<file path="config.mk">
export PLATFORM = sky130hd
export DESIGN_NAME = qpu_event_timing_queue
export DESIGN_NICKNAME = d
export VERILOG_FILES = /design/src/rtl/qpu_event_timing_queue.sv
export SDC_FILE = /design/constraint.sdc
export NUM_CORES = 1
export LEC_CHECK = 0
export CAP_MARGIN = 20
export CORE_UTILIZATION = 64
export CTS_CLUSTER_DIAMETER = 200
export DETAILED_ROUTE_END_ITERATION = 8
export PLACE_DENSITY = 0.95
export SETUP_SLACK_MARGIN = 0.3
export SYNTH_ARGS = -nofsm -noshare
export SYNTH_HDL_FRONTEND = slang
export SYNTH_SLANG_ARGS = --single-unit
</file>
<file path="constraint.sdc">
create_clock -name clk -period 25.5 [get_ports clk]
set_clock_uncertainty 0.05 [all_clocks]
set_input_delay 6.375 -clock clk [delete_from_list [all_inputs] [get_ports clk]]
set_output_delay 6.375 -clock clk [all_outputs]
set_load 0.05 [all_outputs]
</file>
<file path="src/rtl/qpu_event_timing_queue.sv">
`default_nettype none
// ============================================================================
//  Module   : qpu_event_timing_queue
//  Summary  : Timed event FIFO; issues each event when the local timeline
//             reaches its timestamp and exports the timeline to the QIU.
//  Revision : 1.0  initial release
// ============================================================================
module qpu_event_timing_queue #(
   parameter int EW    = 64,
   parameter int EN    = 8,
   parameter int TW    = 32,
   parameter int DEPTH = 8
) (
   input  logic                     clk,
   input  logic                     rst_n,
   input  logic                     evq_i_valid,
   output logic                     evq_i_ready,
   input  logic [TW-1:0]            evq_i_tdata,
   input  logic [EW-1:0]            evq_i_edata,
   input  logic [EN-1:0]            evq_i_oprand,
   input  logic                     evq_i_start,
   input  logic                     evq_i_stop,
   output logic [TW-1:0]            evq_o_clk,
   output logic                     evq_o_evt_valid,
   output logic [EW-1:0]            evq_o_edata,
   output logic [EN-1:0]            evq_o_oprand,
   output logic                     evq_o_late,
   output logic                     evq_o_empty,
   output logic [$clog2(DEPTH):0]   evq_o_count
);

   localparam int c_pw = $clog2(DEPTH);

   localparam logic [0:0] c_st_idle = 1'b0;
   localparam logic [0:0] c_st_run  = 1'b1;

   logic [0:0]    r_state;
   logic [0:0]    w_state_nxt;
   logic          w_run;

   logic [TW-1:0] r_mem_tdata  [DEPTH];
   logic [EW-1:0] r_mem_edata  [DEPTH];
   logic [EN-1:0] r_mem_oprand [DEPTH];

   logic [c_pw:0] r_wr_ptr;
   logic [c_pw:0] r_rd_ptr;
   logic [c_pw:0] w_count;
   logic          w_full;
   logic          w_empty;
   logic          w_push;
   logic          w_pop;
   logic          w_behind;

   logic [TW-1:0] r_timeline;
   logic [TW-1:0] w_head_tdata;
   logic [TW-1:0] w_delta;

   logic          r_evt_valid;
   logic [EW-1:0] r_edata;
   logic [EN-1:0] r_oprand;
   logic          r_late;

   // ---------------------------------------------------------------- FSM
   always_ff @(posedge clk or negedge rst_n) begin
      if (!rst_n) begin
         r_state <= c_st_idle;
      end else begin
         r_state <= w_state_nxt;
      end
   end

   always_comb begin
      w_state_nxt = r_state;
      if (evq_i_start) begin
         w_state_nxt = c_st_run;
      end else if (evq_i_stop) begin
         w_state_nxt = c_st_idle;
      end
   end

   always_comb begin
      w_run = (r_state == c_st_run);
   end

   // ---------------------------------------------------------------- FIFO
   assign w_count     = r_wr_ptr - r_rd_ptr;
   assign w_full      = (w_count == (c_pw+1)'(DEPTH));
   assign w_empty     = (r_wr_ptr == r_rd_ptr);
   assign w_push      = evq_i_valid & ~w_full;
   assign evq_i_ready = ~w_full;

   always_ff @(posedge clk) begin
      if (w_push) begin
         r_mem_tdata[r_wr_ptr[c_pw-1:0]]  <= evq_i_tdata;
         r_mem_edata[r_wr_ptr[c_pw-1:0]]  <= evq_i_edata;
         r_mem_oprand[r_wr_ptr[c_pw-1:0]] <= evq_i_oprand;
      end
   end

   always_ff @(posedge clk or negedge rst_n) begin
      if (!rst_n) begin
         r_wr_ptr <= '0;
         r_rd_ptr <= '0;
      end else begin
         if (w_push) r_wr_ptr <= r_wr_ptr + 1'b1;
         if (w_pop)  r_rd_ptr <= r_rd_ptr + 1'b1;
      end
   end

   // ---------------------------------------------------------------- timeline / issue
   // Modular difference: MSB set means the head timestamp is already in the past.
   assign w_head_tdata = r_mem_tdata[r_rd_ptr[c_pw-1:0]];
   assign w_delta      = w_head_tdata - r_timeline;
   assign w_behind     = w_delta[TW-1];
   assign w_pop        = w_run & ~w_empty & ((w_delta == '0) | w_behind);

   always_ff @(posedge clk or negedge rst_n) begin
      if (!rst_n) begin
         r_timeline <= '0;
      end else if (evq_i_start) begin
         r_timeline <= '0;
      end else if (w_run && !evq_i_stop) begin
         r_timeline <= r_timeline + 1'b1;
      end
   end

   always_ff @(posedge clk or negedge rst_n) begin
      if (!rst_n) begin
         r_evt_valid <= 1'b0;
         r_edata     <= '0;
         r_oprand    <= '0;
         r_late      <= 1'b0;
      end else begin
         r_evt_valid <= w_pop;
         r_edata     <= w_pop ? r_mem_edata[r_rd_ptr[c_pw-1:0]]  : '0;
         r_oprand    <= w_pop ? r_mem_oprand[r_rd_ptr[c_pw-1:0]] : '0;
         if (evq_i_start) begin
            r_late <= 1'b0;
         end else if (w_pop && w_behind) begin
            r_late <= 1'b1;
         end
      end
   end

   assign evq_o_clk       = r_timeline;
   assign evq_o_evt_valid = r_evt_valid;
   assign evq_o_edata     = r_edata;
   assign evq_o_oprand    = r_oprand;
   assign evq_o_late      = r_late;
   assign evq_o_empty     = w_empty;
   assign evq_o_count     = w_count;

endmodule
`default_nettype wire

</file>
==> results of run 1 <==
placed cells by master, fill, tap and decap left out, types with 8 or more instances in the layout:
| cell | netlist | layout |
|---|---|---|
| sky130_fd_sc_hd__edfxtp_1 | 832 | 832 |
| sky130_fd_sc_hd__nand2_1 | 286 | 286 |
| sky130_fd_sc_hd__clkdlybuf4s50_1 | 0 | 219 |
| sky130_fd_sc_hd__mux4_2 | 208 | 208 |
| sky130_fd_sc_hd__dfrtp_1 | 115 | 112 |
| sky130_fd_sc_hd__clkbuf_16 | 0 | 87 |
| sky130_fd_sc_hd__a21oi_2 | 72 | 72 |
| sky130_fd_sc_hd__nor2_1 | 72 | 70 |
| sky130_fd_sc_hd__inv_1 | 51 | 51 |
| sky130_fd_sc_hd__a21oi_1 | 43 | 43 |
| sky130_fd_sc_hd__xnor2_1 | 37 | 37 |
| sky130_fd_sc_hd__ha_1 | 37 | 37 |
| sky130_fd_sc_hd__clkbuf_1 | 56 | 29 |
| sky130_fd_sc_hd__buf_4 | 0 | 27 |
| sky130_fd_sc_hd__o21ai_0 | 23 | 23 |
| sky130_fd_sc_hd__nand3_1 | 22 | 22 |
| sky130_fd_sc_hd__nor3_1 | 27 | 21 |
| sky130_fd_sc_hd__nand4_1 | 17 | 17 |
| sky130_fd_sc_hd__clkinv_2 | 0 | 15 |
| sky130_fd_sc_hd__diode_2 | 0 | 14 |
| sky130_fd_sc_hd__clkbuf_8 | 0 | 14 |
| sky130_fd_sc_hd__o21a_1 | 12 | 11 |
| sky130_fd_sc_hd__nor2b_1 | 11 | 11 |
| sky130_fd_sc_hd__and3_1 | 11 | 11 |
| sky130_fd_sc_hd__nor4_1 | 9 | 9 |
| sky130_fd_sc_hd__nand2b_1 | 9 | 9 |
| sky130_fd_sc_hd__a21o_1 | 8 | 8 |
| sky130_fd_sc_hd__o211ai_1 | 8 | 8 |
| sky130_fd_sc_hd__a211oi_1 | 8 | 8 |
per-stage QoR:
step	setup slack [ns]	instance area [µm²]	util	power [µW]
after floorplan	10.92	38000	-	3480
after global placement	16.01	41000	0.705	3890
after detailed placement	15.87	41000	0.705	3990
after CTS	15.36	43800	0.754	5390
after global routing	15.23	43900	0.755	5580
final	15.35	43900	0.756	5420
cell families after synthesis:
| family | Yosys count |
|---|---|
| flops | 947 |
| mux | 215 |
| fa+ha+maj | 39 |
| simple gates | 495 |
| buf+inv | 155 |
| xor+xnor | 42 |
| compound gates | 226 |
layout make-up:
| class | count | area [µm²] |
|---|---|---|
| diodes | 14 | 35.0 |
| clock buffers | 130 | 2480 |
| clock inverters | 34 | 403 |
| fillers | 2881 | 14200 |
| inverters | 52 | 198 |
| multi-input cells | 1017 | 9530 |
| flip-flops and latches | 947 | 27900 |
| well taps | 765 | 957 |
| repair buffers | 249 | 2460 |
power by group through the flow:
stage	combinational [µW]	clock (µW)	sequential, µW
after floorplan	1280	0	2210
final	1970	1330	2130
after global routing	2060	1390	2130
after detailed placement	1870	0	2120
after CTS	1940	1330	2120
after global placement	1800	0	2090
how the worst max path moves through the flow:
stage | startpoint | to | slack (ns)
2_1_floorplan | evq_i_valid | r_mem_edata[2][0] | 10.92
3_3_place_gp | evq_i_stop | evq_o_clk[31] | 16.01
3_5_place_dp | evq_i_valid | r_mem_tdata[2][4] | 15.87
4_1_cts | r_rd_ptr[2] | evq_i_ready | 15.36
5_1_grt | r_rd_ptr[2] | evq_i_ready | 15.23
6_report | r_rd_ptr[2] | evq_i_ready | 15.35
per-layer routing:
| layer | vias up | GRT usage |
|---|---|---|
| met5 | - | 0 |
| li1 | 8784 | - |
| met1 | 11400 | 0.463 |
| met2 | 1931 | 0.618 |
| met4 | 8 | 0.184 |
| met3 | 390 | 0.0745 |
worst reg2reg max path: cells and delay by family, from the launching register on:
family                     cells  cell delay (ns)
adders and majority gates      1             0.40
AOI/OAI and AO/OA              4             2.06
DFF                            1             1.01
and+or+nand+nor                8             1.89
muxes                          1             0.63
buffers and inverters          2             1.46
state kept, by name, indices dropped and copies added (netlist names):
signal and count:
r_rd_ptr 4, r_mem_edata 512, r_wr_ptr 4, evq_o_clk 32, evq_o_evt_valid 1, evq_o_oprand 8
evq_o_late 1, r_mem_tdata 256, r_state 1, evq_o_edata 64, r_mem_oprand 64
synth_stat cells, types with 25 or more instances:
| cell | n | share of area |
|---|---|---|
| sky130_fd_sc_hd__edfxtp_1 | 832 | 0.66 |
| sky130_fd_sc_hd__nand2_1 | 286 | 0.028 |
| sky130_fd_sc_hd__inv_1 | 51 | 0.0050 |
| sky130_fd_sc_hd__a21oi_1 | 43 | 0.0057 |
| sky130_fd_sc_hd__xnor2_1 | 37 | 0.0085 |
| sky130_fd_sc_hd__a21oi_2 | 72 | 0.017 |
| sky130_fd_sc_hd__buf_1 | 25 | 0.0025 |
| sky130_fd_sc_hd__nor2_1 | 72 | 0.0071 |
| sky130_fd_sc_hd__mux4_2 | 208 | 0.12 |
| sky130_fd_sc_hd__dfrtp_1 | 115 | 0.076 |
| sky130_fd_sc_hd__clkbuf_1 | 56 | 0.0055 |
| sky130_fd_sc_hd__nor3_1 | 27 | 0.0036 |
| sky130_fd_sc_hd__ha_1 | 37 | 0.012 |
==> results by stage, run 1 <==
Synth:
- The number of different library cells used by synthesis comes to 71.
- The post-synthesis share of cell area spent on full adders, half adders and majority gates is 0.0132.
- The fraction of the mapped netlist area in compound gates is 0.0442.
- The post-synthesis average cell area is 17.9 µm².
- The count of mapped cells out of synthesis is 2119.
- The synthesized flop and latch total is 947.
- The xor and xnor fraction of the mapped netlist area is 0.00968.
- The number of flops mapped to enable cells by yosys is 832.
- The main flop type after synthesis is sky130_fd_sc_hd__edfxtp_1.
- The combined area of all synthesized cells is 0.0380 mm².
- The share of flip-flops with an asynchronous set or reset is 0.121.
- Of the total synthesized cell area, the portion taken by AND, OR, NAND and NOR gates is 0.0570.
- The dominant combinational cell family by area after synthesis is multiplexers.
- The post-synthesis mux area share is 0.125.
- The number of warnings issued by yosys is 0.
- The fraction of the yosys area taken by sequential cells is 0.733.
- The net count after synthesis is 2267.

Route:
- For this run, the detailed router's first-pass iteration total came to 6.
- In the routed layout, each cell is associated on average with a via count of 7.02.
- The overall routed net length is 109000 µm.
- The top layer used by detailed routing is met5.
- The met3 wire length is 11000 µm.
- After detailed routing, the number of remaining DRC violations is 0.
- After the first detailed-routing iteration, the DRC count stood at 3287.
- The number of antenna-violating nets in the routed design is 0.
- The routed layout has 22500 vias.
- For this block, wires on met1 add up to 36200 µm.
- Dividing the detail-routed wire length by the instance count gives 33.9 µm.
- The met2 wire length is 54800 µm.

CTS:
- The clock tree from TritonCTS is done.
- The clock passes through at most 3 buffers.
- The clock insertion delay at the later pin of the skew report is 0.68 ns.
- The hold buffer count at cts is 0.
- The number of buffers inserted during clock tree synthesis is 87.
- CTS built an H-tree with a depth of 3.
- The post-CTS setup-driven buffer insertion count is 0.
- The number of cells upsized or downsized after cts is 0.
- Clock tree synthesis found a total of 947 sinks.
- Clock-pin slew was measured on the worst setup and hold paths at 0.06 ns.
- The root cell of the clock tree is sky130_fd_sc_hd__clkbuf_16.

Floorplan:
- The placement row count is 88.
- The die span in x is 246 µm.
- The initial cell density of the core is 0.654.
- The die area is 0.0604 mm².
- In this run the count of I/O pins placed on the die edge is 221.
- The die boundary height is 246 µm.
- The total area inside the core boundary comes to 0.0581 mm².

Setup path:
- Across all register-to-register paths, the minimum setup slack is 17.90 ns.
- Together, buffers and inverters on the worst path number 2.
- At the worst endpoint, the required time is 19.08 ns.
- The critical path endpoint category is an output pin.
- For this design, the slowest cell found on the critical path is sky130_fd_sc_hd__clkdlybuf4s50_1.
- The critical path crosses 6 cells after its start point.
- The endpoint of the worst-slack reg-to-reg timing path is evq_o_oprand[1].
- The signal on the critical path passes through inv_4 > ha_1 > a21oi_1 > xor2_1 > nand4b_1 > clkdlybuf4s50_1.
- The kind of critical path is flop to output pin.
- The startpoint identified for the worst register-to-register timing path is r_rd_ptr[0].
- The worst setup path is launched from a flop.
- The number of cells on the worst reg-to-reg path is 16.
- The worst endpoint data arrival time is 3.73 ns.
- The largest incremental delay on the critical path is 0.72 ns.
- The kind of cell with the highest combined delay along the critical path is buffers and inverters.
- In this run the worst path has a maximum fanout of 51.

Timing:
- The total setup violations reported at the end of the flow is 0.
- The share of the clock period used by the worst path after layout is 0.398.
- The minimum clock period after layout is 10.15 ns.
- Measured against its own limit, the worst slew margin works out to 0.224.
- The max-slew violation count is 0.
- Setup repair after global routing left no endpoint under its margin.
- The fmax is 98.5 MHz.
- Hold timing on the final database bottoms out at a slack of 0.440 ns.
- The aggregate negative setup slack is 0 ns.
- The final hold violation count is 0.
- The transition time of the tightest slew-check pin is 1.16 ns.

Placed design:
- Routability-driven placement finished with a final weighted congestion of 0.880.
- After legalization and detailed placement, the total HPWL measured 57100 µm.
- In this run, placement finished with an instance count of 3028.
- The count of port buffers added during placement is 220.

Power:
- The share of total power consumed by net switching is 0.368.
- Of the total power, registers draw 0.392.
- The internal portion of the total power is 3420 µW.
- The power share of the combinational group is 0.362.
- The worst-case IR drop observed on VDD is 101 µV.
- The analysis attributes to cell leakage a power of 0.0148 µW.
- The clock group share of total power is 0.245.
- In this run the power spent charging and discharging nets is 2000 µW.
- The power density relative to cell area is 123 mW/mm².

Hold path:
- The worst hold path begins at r_wr_ptr[3].
- For hold timing, the worst endpoint is r_wr_ptr[3].
- The min-delay analysis places its worst path in the category flop to flop.
- Along the worst hold path, the cell count comes to 1.

Global route:
- The number of global-route vias before repair is 22800.
- The first global-routing pass estimated 157000 µm of wire.
- The largest net degree at the start of global routing is 71.
- Global routing finished with a remaining overflow of 0.
- In the global route stage, overall resource usage came out at 0.369.
- The number of antenna violations at the first check in global routing came to 14.

Outcome:
- The flow ran to the end, and the final reports show no timing, DRC or antenna violations.

Finish:
- For this run, the number of standard cells in the final layout without fillers is 3208.
- The signed area change from the synthesized netlist to the final layout is 15.6%.
- The final layout contains 2502 nets.
- Of the cells placed in the final design, the portion with a size suffix greater than 1 is 0.193.

Job:
- Max-cap violations in this run came to 0.
Note: power is estimated with default switching activity, not from simulation.
==> run 2: changes to the inputs <==
Settings changed: CORE_UTILIZATION 64 to 54, PLACE_DENSITY 0.95 to 0.86.
Clock period 25.5 ns to 8.5 ns, I/O delays scaled along.
==> results by stage, run 2 (synthesis results as in run 1) <==
Power:
- Internal power comes to 10500 µW.
- The share of total power consumed by net switching is 0.341.
- For this design the ratio of total power to cell area is 360 mW/mm².
- In this run the power spent charging and discharging nets is 5450 µW.
- The clock group share of total power is 0.260.
- Of the total power, combinational logic draws 0.348.
- IR analysis of the VDD net gives a maximum drop of 284 µV.
- Of the total power, registers draw 0.392.
- In this run the static leakage power is 0.0149 µW.
- Total power for the finished layout comes to 16000 µW.

Global route:
- The number of global-route vias before repair is 21300.
- Entering global routing, the biggest net connects 96 pins.
- The number of antenna violations at the first check in global routing is 13.
- The first-pass GRT wire length is 131000 µm.
- Global routing finished with a remaining overflow of 0.
- The combined global-route utilization of all metal layers is 0.249.

CTS:
- The maximum buffer depth of the clock tree is 3.
- CTS built an H-tree with a depth of 3.
- CTS placed an instance of sky130_fd_sc_hd__clkbuf_16 at the clock tree root.
- For the worst-skew pair, the clock arrives at the later sink with an insertion delay of 0.63 ns.
- Once the clock tree was built, the resizer swapped 0 gates to a different size.
- The clock net sink count is 947.
- The clock transition time at the flip-flop clock pins of the worst setup and hold paths is 0.06 ns.
- The post-CTS setup-driven buffer insertion count is 0.
- The hold buffer count at cts is 0.
- The clock tree from TritonCTS is done.
- Buffers inserted during clock tree synthesis total 94.

Setup path:
- The type of element launching the critical path is a flop.
- The number of cells on the worst reg-to-reg path is 15.
- STA classifies the critical path endpoint as a flop.
- The top fanout value on the critical path is 51.
- The beginning of the critical path is r_rd_ptr[0].
- For the worst setup path, the data required time is 8.90 ns.
- The worst endpoint data arrival time is 6.83 ns.
- The worst register-to-register path begins at r_rd_ptr[0].
- The worst setup path is of the flop to flop kind.

Timing:
- The worst hold-check slack is 0.449 ns.
- The clock period could shrink to 6.44 ns.
- For the pin with the worst max-slew slack, the measured transition is 1.08 ns.
- Setup violations remaining at the end of the flow were counted as 0.
- The max-slew violation count was 0.
- Setup repair after global routing left no endpoint under its margin.
- The final hold violation count is 0.
- Setup slack closes at 2.06 ns.
- Measured against its own limit, the worst slew margin works out to 0.276.
- Static timing analysis puts the maximum clock frequency at 155 MHz.
- The share of the clock period used by the worst path after layout is 0.757.

Placed design:
- During placement, the flow inserted port buffers numbering 220.
- The wire-length estimate of the detail-placed layout is 50200 µm.
- The last weighted congestion value of the routability-driven placer is 0.911.
- Timing analysis after detailed placement gives a worst setup slack of 2.06 ns.

Route:
- For this run, the detailed router's first-pass iteration total came to 5.
- The overall routed net length is 87700 µm.
- The number of antenna-violating nets in the routed design is 0.
- After the first detailed-routing iteration, the DRC count stood at 1910.
- The via count normalized by instance count is 6.05.
- After detailed routing, the number of remaining DRC violations is 0.
- After detailed routing, the average wire length per cell comes to 25.9 µm.
- The number of vias in the routed layout is 20500.

Floorplan:
- The total I/O pin count is 221.
- From bottom edge to top edge, the die measures 267 µm.
- The core region is 0.0691 mm².
- Row generation in the floorplan step produced 96 rows.
- For this configuration, the core starts out at a cell density of 0.550.
- The die span in x is 267 µm.
- The die covers 0.0714 mm².

Hold path:
- Along the worst hold path, the cell count comes to 1.
- The class of the tightest hold or removal check is flop to flop.
- In this run the most critical hold path is launched from r_wr_ptr[3].

Finish:
- The fraction of the core area covered by cells at the end of the flow is 0.644.
- The net count of the finished layout is 2515.
- The ratio of cells with drive above 1 in the final layout is 0.205.
- The library cell used most frequently in the layout, excluding fill and tap cells, is sky130_fd_sc_hd__edfxtp_1.
- Compared with the post-synthesis result, the final layout area differs by 17.0%.
- The number of flip-flops in the largest register is 512.
- In the layout the commonest cells are sky130_fd_sc_hd__edfxtp_1 (832), sky130_fd_sc_hd__nand2_1 (286), sky130_fd_sc_hd__clkdlybuf4s50_1 (219), sky130_fd_sc_hd__mux4_2 (208), sky130_fd_sc_hd__dfrtp_1 (112).

Outcome:
- The run finished with clean final reports.

Job:
- The max-capacitance violation count is 0.
-- run 2: cell count changes in the layout (fill, tap and decap cells not counted), moves of 5 or more --
cell,previous run,this run
sky130_fd_sc_hd__clkinv_16,5,0
sky130_fd_sc_hd__clkbuf_16,87,95
sky130_fd_sc_hd__bufinv_16,3,8
sky130_fd_sc_hd__clkbuf_1,29,15
sky130_fd_sc_hd__diode_2,14,7
sky130_fd_sc_hd__clkinvlp_4,2,8
-- run 2: cell type report --
cell class	count	area (µm²)
Antenna cell	7	17.5
Clock inverter	52	532
Sequential cell	947	27900
Multi-Input combinational cell	1017	9530
Tap cell	931	1160
Clock buffer	124	2630
Fill cell	4455	24600
Timing Repair Buffer	255	2510
Inverter	52	198
-- run 2: final timing paths --
path / slack, ns / to
min in group asynchronous: 1.43 / evq_o_clk[8]
hold / removal: 0.45 / r_wr_ptr[3]
setup reg to reg: 2.06 / evq_o_edata[63]
hold reg to reg: 0.45 / r_wr_ptr[3]
max in group asynchronous: 5.54 / evq_o_oprand[1]
setup / recovery: 2.06 / evq_o_edata[63]
-- run 2: layer usage --
layer | vias to the layer above | track usage | wire [µm]
li1 | 8803 | - | -
met1 | 10700 | 0.330 | 34600
met2 | 856 | 0.415 | 44300
met3 | 141 | 0.0546 | 7020
met4 | 14 | 0.0744 | 1660
met5 | - | 0 | 85
-- run 2: power groups by stage --
| stage | combinational [µW] | clock (µW) | sequential [µW] |
|---|---|---|---|
| after floorplan | 3830 | 0 | 6620 |
| after global placement | 5490 | 0 | 6270 |
| after detailed placement | 5540 | 0 | 6340 |
| after CTS | 5600 | 4220 | 6270 |
| after global routing | 5980 | 4390 | 6320 |
| final | 5570 | 4160 | 6260 |
-- run 2: worst max-delay path, cell delays in order, from the launching register on --
cell and delay (ns):
sky130_fd_sc_hd__dfrtp_4 0.95, sky130_fd_sc_hd__buf_4 0.63, sky130_fd_sc_hd__mux4_2 0.59, sky130_fd_sc_hd__nand2_1 0.08, sky130_fd_sc_hd__nand2_1 0.09, sky130_fd_sc_hd__ha_1 0.36, sky130_fd_sc_hd__nor2b_1 0.19, sky130_fd_sc_hd__o2111a_1 0.26
sky130_fd_sc_hd__o211a_1 0.27, sky130_fd_sc_hd__a211oi_2 0.21, sky130_fd_sc_hd__o211ai_1 0.18, sky130_fd_sc_hd__a2111oi_0 0.54, sky130_fd_sc_hd__or3_1 0.21, sky130_fd_sc_hd__o21a_4 0.50, sky130_fd_sc_hd__buf_4 0.92, sky130_fd_sc_hd__a21oi_1 0.11
-- run 2: metrics by stage --
step | TNS, ns | area, µm² | std cells
3_5_place_dp | 0 | 41300 | 3201
4_1_cts | 0 | 44400 | 3377
6_report | 0 | 44500 | 3385
3_3_place_gp | 0 | 41300 | 3201
5_1_grt | 0 | 44400 | 3381
2_1_floorplan | -1713.43 | 38000 | 2119
